==> config.mk <==
export PLATFORM = sky130hd
export DESIGN_NAME = toy_fetch_req_initiator
export DESIGN_NICKNAME = d
export VERILOG_FILES = /design/src/rtl/toy_fetch_req_initiator.sv
export SDC_FILE = /design/constraint.sdc
export NUM_CORES = 2
export LEC_CHECK = 0
export ABC_AREA = 1
export BUFFER_PORTS_ARGS = -buffer_cell sky130_fd_sc_hd__buf_2
export CAP_MARGIN = 20
export CORE_MARGIN = 2
export CORE_UTILIZATION = 30
export DETAILED_ROUTE_END_ITERATION = 12
export GPL_TIMING_DRIVEN = 0
export PLACE_DENSITY_LB_ADDON = 0.05
export REMOVE_ABC_BUFFERS = 1
export SLEW_MARGIN = 0
export SYNTH_ARGS = -nofsm -noshare
export SYNTH_HDL_FRONTEND = slang
export SYNTH_SLANG_ARGS = --single-unit
==> constraint.sdc <==
create_clock -name clk -period 56.3 [get_ports clk]
set_clock_uncertainty 0.05 [all_clocks]
set_input_delay 2.815 -clock clk [delete_from_list [all_inputs] [get_ports clk]]
set_output_delay 2.815 -clock clk [all_outputs]
set_load 0.005 [all_outputs]
==> src/rtl/toy_fetch_req_initiator.sv <==
// rtl/toy_fetch_req_initiator.sv - fetch-memory requester: in-order issue, out-of-order ack, registered refill
module toy_fetch_req_initiator #(
  parameter int ADDR_WIDTH   = 32,
  parameter int DATA_WIDTH   = 256,
  parameter int OPCODE_WIDTH = 2,
  parameter int ENTRY_NUM    = 4,
  parameter int IDX_WIDTH    = $clog2(ENTRY_NUM),
  parameter int ROB_ID_WIDTH = 4,
  parameter int ID_WIDTH     = OPCODE_WIDTH + IDX_WIDTH + ROB_ID_WIDTH
) (
  input  logic                    clk,
  input  logic                    rst,
  input  logic                    miss_req_vld,
  output logic                    miss_req_rdy,
  input  logic [ADDR_WIDTH-1:0]   miss_req_addr,
  input  logic [OPCODE_WIDTH-1:0] miss_req_opcode,
  input  logic [ROB_ID_WIDTH-1:0] miss_req_rob_id,
  output logic                    fetch_mem_req_vld,
  input  logic                    fetch_mem_req_rdy,
  output logic [ADDR_WIDTH-1:0]   fetch_mem_req_addr,
  output logic [ID_WIDTH-1:0]     fetch_mem_req_entry_id,
  input  logic                    fetch_mem_ack_vld,
  output logic                    fetch_mem_ack_rdy,
  input  logic [DATA_WIDTH-1:0]   fetch_mem_ack_data,
  input  logic [ID_WIDTH-1:0]     fetch_mem_ack_entry_id,
  output logic                    refill_vld,
  input  logic                    refill_rdy,
  output logic [ADDR_WIDTH-1:0]   refill_addr,
  output logic [DATA_WIDTH-1:0]   refill_data,
  output logic [OPCODE_WIDTH-1:0] refill_opcode,
  output logic [ROB_ID_WIDTH-1:0] refill_rob_id,
  output logic [IDX_WIDTH:0]      outstanding_cnt,
  output logic                    err_unexp_ack
);

  typedef enum logic [1:0] {ST_FREE, ST_PEND, ST_ISSUED, ST_DONE} ent_state_e;

  localparam logic [IDX_WIDTH:0] ONE = (IDX_WIDTH+1)'(1);

  ent_state_e              state_q  [ENTRY_NUM];
  ent_state_e              state_d  [ENTRY_NUM];
  logic [ADDR_WIDTH-1:0]   addr_q   [ENTRY_NUM];
  logic [ADDR_WIDTH-1:0]   addr_d   [ENTRY_NUM];
  logic [OPCODE_WIDTH-1:0] opcode_q [ENTRY_NUM];
  logic [OPCODE_WIDTH-1:0] opcode_d [ENTRY_NUM];
  logic [ROB_ID_WIDTH-1:0] rob_q    [ENTRY_NUM];
  logic [ROB_ID_WIDTH-1:0] rob_d    [ENTRY_NUM];
  logic [DATA_WIDTH-1:0]   data_q   [ENTRY_NUM];
  logic [DATA_WIDTH-1:0]   data_d   [ENTRY_NUM];
  logic [IDX_WIDTH-1:0]    fifo_q   [ENTRY_NUM];
  logic [IDX_WIDTH-1:0]    fifo_d   [ENTRY_NUM];
  logic [IDX_WIDTH:0]      wr_ptr_q, wr_ptr_d, rd_ptr_q, rd_ptr_d;

  logic                    refill_vld_q, refill_vld_d;
  logic [ADDR_WIDTH-1:0]   refill_addr_q, refill_addr_d;
  logic [DATA_WIDTH-1:0]   refill_data_q, refill_data_d;
  logic [OPCODE_WIDTH-1:0] refill_opcode_q, refill_opcode_d;
  logic [ROB_ID_WIDTH-1:0] refill_rob_q, refill_rob_d;
  logic [IDX_WIDTH:0]      cnt_q, cnt_d;
  logic                    err_q, err_d;

  logic                    free_found, done_found;
  logic [IDX_WIDTH-1:0]    alloc_idx, done_idx, head_idx, ack_idx;
  logic                    alloc_fire, req_fire, ack_fire, ack_hit;
  logic                    unused_ack_fields;

  // Lowest-index FREE and DONE entries, scanned from the top so the lowest wins.
  always_comb begin
    free_found = 1'b0;
    done_found = 1'b0;
    alloc_idx  = '0;
    done_idx   = '0;
    for (int i = ENTRY_NUM - 1; i >= 0; i--) begin
      if (state_q[i] == ST_FREE) begin
        free_found = 1'b1;
        alloc_idx  = IDX_WIDTH'(i);
      end
      if (state_q[i] == ST_DONE) begin
        done_found = 1'b1;
        done_idx   = IDX_WIDTH'(i);
      end
    end
  end

  assign head_idx          = fifo_q[rd_ptr_q[IDX_WIDTH-1:0]];
  assign ack_idx           = fetch_mem_ack_entry_id[ROB_ID_WIDTH+IDX_WIDTH-1:ROB_ID_WIDTH];
  assign unused_ack_fields = ^{fetch_mem_ack_entry_id[ID_WIDTH-1:ROB_ID_WIDTH+IDX_WIDTH],
                               fetch_mem_ack_entry_id[ROB_ID_WIDTH-1:0]};

  assign miss_req_rdy           = !rst && free_found;
  assign fetch_mem_req_vld      = !rst && (wr_ptr_q != rd_ptr_q);
  assign fetch_mem_req_addr     = addr_q[head_idx];
  assign fetch_mem_req_entry_id = {opcode_q[head_idx], head_idx, rob_q[head_idx]};
  assign fetch_mem_ack_rdy      = !rst;

  assign alloc_fire = miss_req_vld && miss_req_rdy;
  assign req_fire   = fetch_mem_req_vld && fetch_mem_req_rdy;
  assign ack_fire   = fetch_mem_ack_vld && fetch_mem_ack_rdy;
  assign ack_hit    = state_q[ack_idx] == ST_ISSUED;

  // Each event acts on an entry in a distinct state, so they never collide on one entry.
  always_comb begin
    state_d         = state_q;
    addr_d          = addr_q;
    opcode_d        = opcode_q;
    rob_d           = rob_q;
    data_d          = data_q;
    fifo_d          = fifo_q;
    wr_ptr_d        = wr_ptr_q;
    rd_ptr_d        = rd_ptr_q;
    refill_vld_d    = refill_vld_q;
    refill_addr_d   = refill_addr_q;
    refill_data_d   = refill_data_q;
    refill_opcode_d = refill_opcode_q;
    refill_rob_d    = refill_rob_q;
    err_d           = 1'b0;
    cnt_d           = '0;
    if (alloc_fire) begin
      state_d[alloc_idx]                 = ST_PEND;
      addr_d[alloc_idx]                  = miss_req_addr;
      opcode_d[alloc_idx]                = miss_req_opcode;
      rob_d[alloc_idx]                   = miss_req_rob_id;
      fifo_d[wr_ptr_q[IDX_WIDTH-1:0]]    = alloc_idx;
      wr_ptr_d                           = wr_ptr_q + ONE;
    end
    if (req_fire) begin
      state_d[head_idx] = ST_ISSUED;
      rd_ptr_d          = rd_ptr_q + ONE;
    end
    if (ack_fire) begin
      if (ack_hit) begin
        state_d[ack_idx] = ST_DONE;
        data_d[ack_idx]  = fetch_mem_ack_data;
      end else begin
        err_d = 1'b1;
      end
    end
    if (!refill_vld_q || refill_rdy) begin
      if (done_found) begin
        refill_vld_d      = 1'b1;
        refill_addr_d     = addr_q[done_idx];
        refill_data_d     = data_q[done_idx];
        refill_opcode_d   = opcode_q[done_idx];
        refill_rob_d      = rob_q[done_idx];
        state_d[done_idx] = ST_FREE;
      end else begin
        refill_vld_d = 1'b0;
      end
    end
    for (int i = 0; i < ENTRY_NUM; i++) begin
      if (state_d[i] != ST_FREE) cnt_d = cnt_d + ONE;
    end
  end

  always_ff @(posedge clk or posedge rst) begin
    if (rst) begin
      for (int i = 0; i < ENTRY_NUM; i++) begin
        state_q[i]  <= ST_FREE;
        addr_q[i]   <= '0;
        opcode_q[i] <= '0;
        rob_q[i]    <= '0;
        data_q[i]   <= '0;
        fifo_q[i]   <= '0;
      end
      wr_ptr_q        <= '0;
      rd_ptr_q        <= '0;
      refill_vld_q    <= 1'b0;
      refill_addr_q   <= '0;
      refill_data_q   <= '0;
      refill_opcode_q <= '0;
      refill_rob_q    <= '0;
      cnt_q           <= '0;
      err_q           <= 1'b0;
    end else begin
      state_q         <= state_d;
      addr_q          <= addr_d;
      opcode_q        <= opcode_d;
      rob_q           <= rob_d;
      data_q          <= data_d;
      fifo_q          <= fifo_d;
      wr_ptr_q        <= wr_ptr_d;
      rd_ptr_q        <= rd_ptr_d;
      refill_vld_q    <= refill_vld_d;
      refill_addr_q   <= refill_addr_d;
      refill_data_q   <= refill_data_d;
      refill_opcode_q <= refill_opcode_d;
      refill_rob_q    <= refill_rob_d;
      cnt_q           <= cnt_d;
      err_q           <= err_d;
    end
  end

  assign refill_vld      = refill_vld_q;
  assign refill_addr     = refill_addr_q;
  assign refill_data     = refill_data_q;
  assign refill_opcode   = refill_opcode_q;
  assign refill_rob_id   = refill_rob_q;
  assign outstanding_cnt = cnt_q;
  assign err_unexp_ack   = err_q;

endmodule

; After elaboration in Yosys (flattened, before gate mapping)
; Cells that the tools add are included.
[op_classes]
n_addsub = 5
order_cmp = 11
n_eq_ne = 6
muxes = 77
bitwise_logic = 15
n_reduce_logical = 23
[op_table]
columns = cell, n
row1 = bitwise mux 1024 bit, 1
row2 = 2-to-1 mux 256 bit, 3
row3 = binary-select mux 256 bit (select 2 bit), 1
row4 = demux 256 bit (select 2 bit), 1
row5 = 2-to-1 mux 32 bit, 5
row6 = binary-select mux 32 bit (select 2 bit), 2
row7 = bitwise mux 128 bit, 1
row8 = demux 32 bit (select 2 bit), 1
row9 = 2-to-1 mux 8 bit, 6
row10 = 2-to-1 mux 2 bit, 21
row11 = demux 2 bit (select 2 bit), 5
row12 = 2-to-1 mux 4 bit, 5
row13 = greater-or-equal comparator 3 bit (second input constant), 6
row14 = NOT 2 -> 3 bit, 6
row15 = binary-select mux 2 bit (select 2 bit), 4
row16 = binary-select mux 4 bit (select 2 bit), 2
row17 = bitwise mux 16 bit, 1
row18 = bitwise mux 8 bit, 2
row19 = adder 3 x 1 -> 3 bit (second input constant), 5
row20 = < comparator 3 x 1 -> 1 bit (second input constant), 5
row21 = 2-to-1 mux 1 bit, 12
row22 = equality test 2 bit (second input constant), 5
row23 = logical AND 1 bit, 10
row24 = 2-to-1 mux 3 bit, 3
row25 = other kinds (13), 24
[word_totals]
reg_bits = 1497
word_cells = 170

; Logic depth before layout (Yosys ltp)
[depth]
word_depth = 29
ltp_mapped = 25
depth_no_buf = 24

; Least setup slack after synthesis
; OpenSTA, ideal clock, no wires.
[synth_timing]
path_kind = input to register
from = input port rst
to = register addr_q[55] (netlist name)
arrival_ns = 38.809
path_slack_ns = 17.310
stages = 6
path_cell_list = inv_1 > nand4_1 > buf_2 > buf_1 > nand2_1 > o21ai_0
[synth_between]
elab_chain_cells = 3
[synth_rtl]
columns = element, line
row1 = from (decl), 12  ; input logic rst,
row2 = logical NOT 1 bit (no line), n/a
row3 = logical AND 1 bit, 90  ; assign miss_req_rdy = !rst && free_found;
row4 = logical AND 1 bit, 96  ; assign alloc_fire = miss_req_vld && miss_req_rdy;
row5 = to (signal assigned), 176  ; addr_q <= addr_d;
row6 = to (decl), 42  ; logic [ADDR_WIDTH-1:0] addr_q [ENTRY_NUM];
; No other way between the ends.
; A chain may end at the register's enable or synchronous reset.

; Worst setup path after layout
[layout_timing]
from = input port rst
to = output port fetch_mem_ack_rdy
[layout_between]
elab_chain_cells = 1
[layout_rtl]
columns = element, line
row1 = logical NOT 1 bit (no line), n/a
row2 = to (decl), 23  ; output logic fetch_mem_ack_rdy,
; No other way between the ends.

==> impl_metrics.ini <==
[synthesis]
synth.area.top_cells = sky130_fd_sc_hd__dfrtp_1 (59%), sky130_fd_sc_hd__nand2_1 (9.0%), sky130_fd_sc_hd__o21ai_0 (5.3%), sky130_fd_sc_hd__o21ai_1 (4.2%), sky130_fd_sc_hd__o211ai_1 (3.5%)
synth_warnings = 0
synth_top_area_cell = sky130_fd_sc_hd__dfrtp_1
number_of_storage_elements_in_the_synthesis_netlist = 1497
netlist_instances = 6691
syn_avg_cell_area_um2 = 9.46
synth.distinct_cells = 36
synth_seq_area_share_pct = 59.2
synthesized_area_um2 = 63300
synth_top_area_share_pct = 59.2

[placement]
place_inst = 9769
finalWeightedCongestion = 0.740
io_buffer_count = 643
post-dp-hpwl_mm = 134

[sta]
layout_min_cycle_time_ps = 6930
finalHoldViolations = 0
finalSetupViolCount = 0
max_slew.worst_pin.slew_ps = 960
max-slew-margin-rel_pct = 35.8
max_freq_ghz = 0.144
rsz0062_at_grt = false
drv_slew = 0
setup_tns_ps = 0
final.period_utilization_pct = 12.3

[clocking]
cts_tree = done
clk_root_buffer_cell = sky130_fd_sc_hd__clkbuf_16
worst_skew_pair.late_latency_ps = 830
cts-buffers-inserted = 182
cts.htree.levels = 4
post_cts_hold_buffer_count = 0
cts_resized = 0
path_clk_slew_ps = 60
buffers_inserted_by_post_cts_timing_repair = 0
clock_path_buffers = 3
clkSinkCount = 1497

[finish]
syn2layout_area_growth_pct = 20.0
proportion_of_layout_cells_with_a_drive_suffix_above_1_pct = 18.3
stdcell_count = 10100
num-nets-final = 7464
fin_util_pct = 36.2

[setup_path]
category_of_the_worst_setup_path_launch_point = input port
crit_path_end_kind = primary output
ff2ff_path_depth = 20
r2r-end = outstanding_cnt[1]
critPathArrivalTime_ps = 4060
register_to_register_setup_slack_ps = 51730
worst-endpoint-required_ps = 53440
critical_path_start_end_classification = in2out
reg2reg_from = state_q[2]
cp_max_fo = 78

[power]
irDropWorstVdd_mv = 0.0597
powerDensity_nw_per_um2 = 63.2
cellLeakagePower_nw = 35.4

[drt]
avgRoutedWirePerCell_um = 21.4
vias = 49100
route.detailed.drc = 0
detail_route.first_pass.iterations = 6
drtIter0Drc = 3426
antenna_left = 0
avgViaCountPerCell = 4.86
route.final.wire_length_mm = 216

[floorplanning]
die_y_um = 463
die_w_um = 463
core_um2 = 210000
die_area_um2 = 215000
floorplan.rows = 168
initial_utilization_pct = 30.2
design.portCount = 650

[global_routing]
track_usage_pct = 19.9
groute.layer.met3.usage_pct = 5.59
grt_start_max_net_pins = 115
grt_pass1_wl_mm = 328
grt_pass1_vias = 48600
antenna_found_initial = 95
overflow = 0
met2_demand_to_capacity_share_in_global_routing_pct = 30.7
most_crowded_layer_gr = met2
met1_track_utilization_from_global_routing_pct = 27.8

[flow_run]
max_cap_viol_count = 0

[worst_hold_path]
min-delay-start = data_q[643]
min_path_cells = 2
timing.hold.worst.class = reg2reg
hold_path_end = data_q[643]

[status]
status = finished clean
## worst max path at each step
stage / endpoint / cells after the start / startpoint / slack (ps)
after global routing: fetch_mem_ack_rdy / 4 / rst / 49200
after global placement: outstanding_cnt[2] / 16 / rst / -21680
after floorplan: outstanding_cnt[1] / 12 / rst / 8360
after detailed placement: fetch_mem_ack_rdy / 4 / rst / 49300
final: fetch_mem_ack_rdy / 4 / rst / 49370
after CTS: fetch_mem_ack_rdy / 4 / rst / 49300
## cells in the mapped netlist
master,instances
sky130_fd_sc_hd__inv_2,4
sky130_fd_sc_hd__nand3b_1,1
sky130_fd_sc_hd__xor2_1,2
sky130_fd_sc_hd__or2_2,258
sky130_fd_sc_hd__nand3_1,12
sky130_fd_sc_hd__a221oi_1,105
sky130_fd_sc_hd__nor2_2,6
sky130_fd_sc_hd__clkbuf_1,213
sky130_fd_sc_hd__dfrtp_1,1497
sky130_fd_sc_hd__o21ai_4,1
sky130_fd_sc_hd__nand3_2,1
sky130_fd_sc_hd__a21oi_2,1
sky130_fd_sc_hd__nor3_1,1
sky130_fd_sc_hd__buf_4,20
sky130_fd_sc_hd__nand4_2,2
sky130_fd_sc_hd__o21ai_0,666
sky130_fd_sc_hd__a31oi_1,189
sky130_fd_sc_hd__nand2_2,3
sky130_fd_sc_hd__a21oi_1,299
sky130_fd_sc_hd__nand2_1,1524
sky130_fd_sc_hd__o21a_4,1
sky130_fd_sc_hd__inv_1,394
sky130_fd_sc_hd__a22oi_1,52
sky130_fd_sc_hd__nand3_4,3
sky130_fd_sc_hd__buf_2,68
sky130_fd_sc_hd__ha_1,8
sky130_fd_sc_hd__o2111ai_1,6
sky130_fd_sc_hd__nand4_1,1
sky130_fd_sc_hd__xnor2_1,3
sky130_fd_sc_hd__nor2_1,321
sky130_fd_sc_hd__buf_6,143
sky130_fd_sc_hd__and2_1,2
sky130_fd_sc_hd__buf_1,53
sky130_fd_sc_hd__o221ai_1,11
sky130_fd_sc_hd__o21ai_1,526
sky130_fd_sc_hd__o211ai_1,294
## sequential cells by signal (all words and copies together) (netlist names), 3 cells and up
name and flops:
addr_q 128, data_q 1024, fifo_q 8, opcode_q 8, outstanding_cnt 3, rd_ptr_q 3, refill_addr 32, refill_data 256
refill_rob_id 4, rob_q 16, state_q 8, wr_ptr_q 3
## metrics by stage
stage	hold slack [ps]	power [mW]	setup slack (ps)	cell area, um2
2_1_floorplan	396	2.86	8360	60200
3_3_place_gp	408	3.85	-21680	67000
5_1_grt	449	5.17	49200	76000
6_report	422	4.81	49370	76000
3_5_place_dp	416	3.68	49300	70100
4_1_cts	430	4.89	49300	76000
## kinds of logic after synthesis
kind of cell    synth area share, %
compound gates                 19.5
simple gates                   13.9
flops                          59.2
buf+inv                        7.25
fa+ha+maj                     0.158
xor+xnor                     0.0692
## layer usage
layer	wire length, um	vias up
met4	4320	82
met1	101000	24000
met3	14600	390
met5	516	-
li1	-	23500
met2	95800	1110
## worst max-delay path: stages
cell and delay (ps):
sky130_fd_sc_hd__buf_2 150, sky130_fd_sc_hd__inv_8 430, sky130_fd_sc_hd__buf_16 390, sky130_fd_sc_hd__buf_2 190
## where the power goes
part	leakage, nW	switching (mW)	internal, mW
Clock	2.93	0.482	0.691
Sequential	19.2	0.217	1.50
Combinational	13.3	1.18	0.735
## layout by cell type (no fill, tap or decap), types with 3 or more instances in the layout
cell	netlist	final
sky130_fd_sc_hd__inv_8	0	3
sky130_fd_sc_hd__a31oi_1	189	189
sky130_fd_sc_hd__clkinv_8	0	3
sky130_fd_sc_hd__buf_6	143	5
sky130_fd_sc_hd__xnor2_1	3	3
sky130_fd_sc_hd__clkbuf_16	0	185
sky130_fd_sc_hd__clkbuf_1	213	49
sky130_fd_sc_hd__nor2_4	0	5
sky130_fd_sc_hd__or2_2	258	258
sky130_fd_sc_hd__nand3_1	12	10
sky130_fd_sc_hd__bufinv_16	0	7
sky130_fd_sc_hd__o211ai_1	294	294
sky130_fd_sc_hd__a221oi_1	105	105
sky130_fd_sc_hd__dfrtp_1	1497	1497
sky130_fd_sc_hd__nand3_4	3	6
sky130_fd_sc_hd__nor2_1	321	318
sky130_fd_sc_hd__o21ai_1	526	526
sky130_fd_sc_hd__clkbuf_8	0	43
sky130_fd_sc_hd__diode_2	0	6
sky130_fd_sc_hd__buf_16	0	70
sky130_fd_sc_hd__o21ai_0	666	666
sky130_fd_sc_hd__nor2_2	6	4
sky130_fd_sc_hd__a21oi_1	299	299
sky130_fd_sc_hd__buf_8	0	3
sky130_fd_sc_hd__inv_2	4	3
sky130_fd_sc_hd__buf_2	68	643
sky130_fd_sc_hd__inv_1	394	392
sky130_fd_sc_hd__nand2_1	1524	1524
sky130_fd_sc_hd__a22oi_1	52	52
sky130_fd_sc_hd__ha_1	8	8
sky130_fd_sc_hd__o221ai_1	11	11
sky130_fd_sc_hd__o2111ai_1	6	6
sky130_fd_sc_hd__buf_12	0	49
sky130_fd_sc_hd__clkinv_2	0	32
## final cells by class
cell class                 instances  area (um2)
tap                             2805        3510
multi-input combinational       4299       21400
sequential                      1497       37500
timing repair buffer             770        6230
clock inverter                    48         513
fill                           21900      134000
inverter                         398        1520
antenna                            6        15.0
clock buffer                     277        5410
Note: power is estimated with default switching activity, not from simulation.
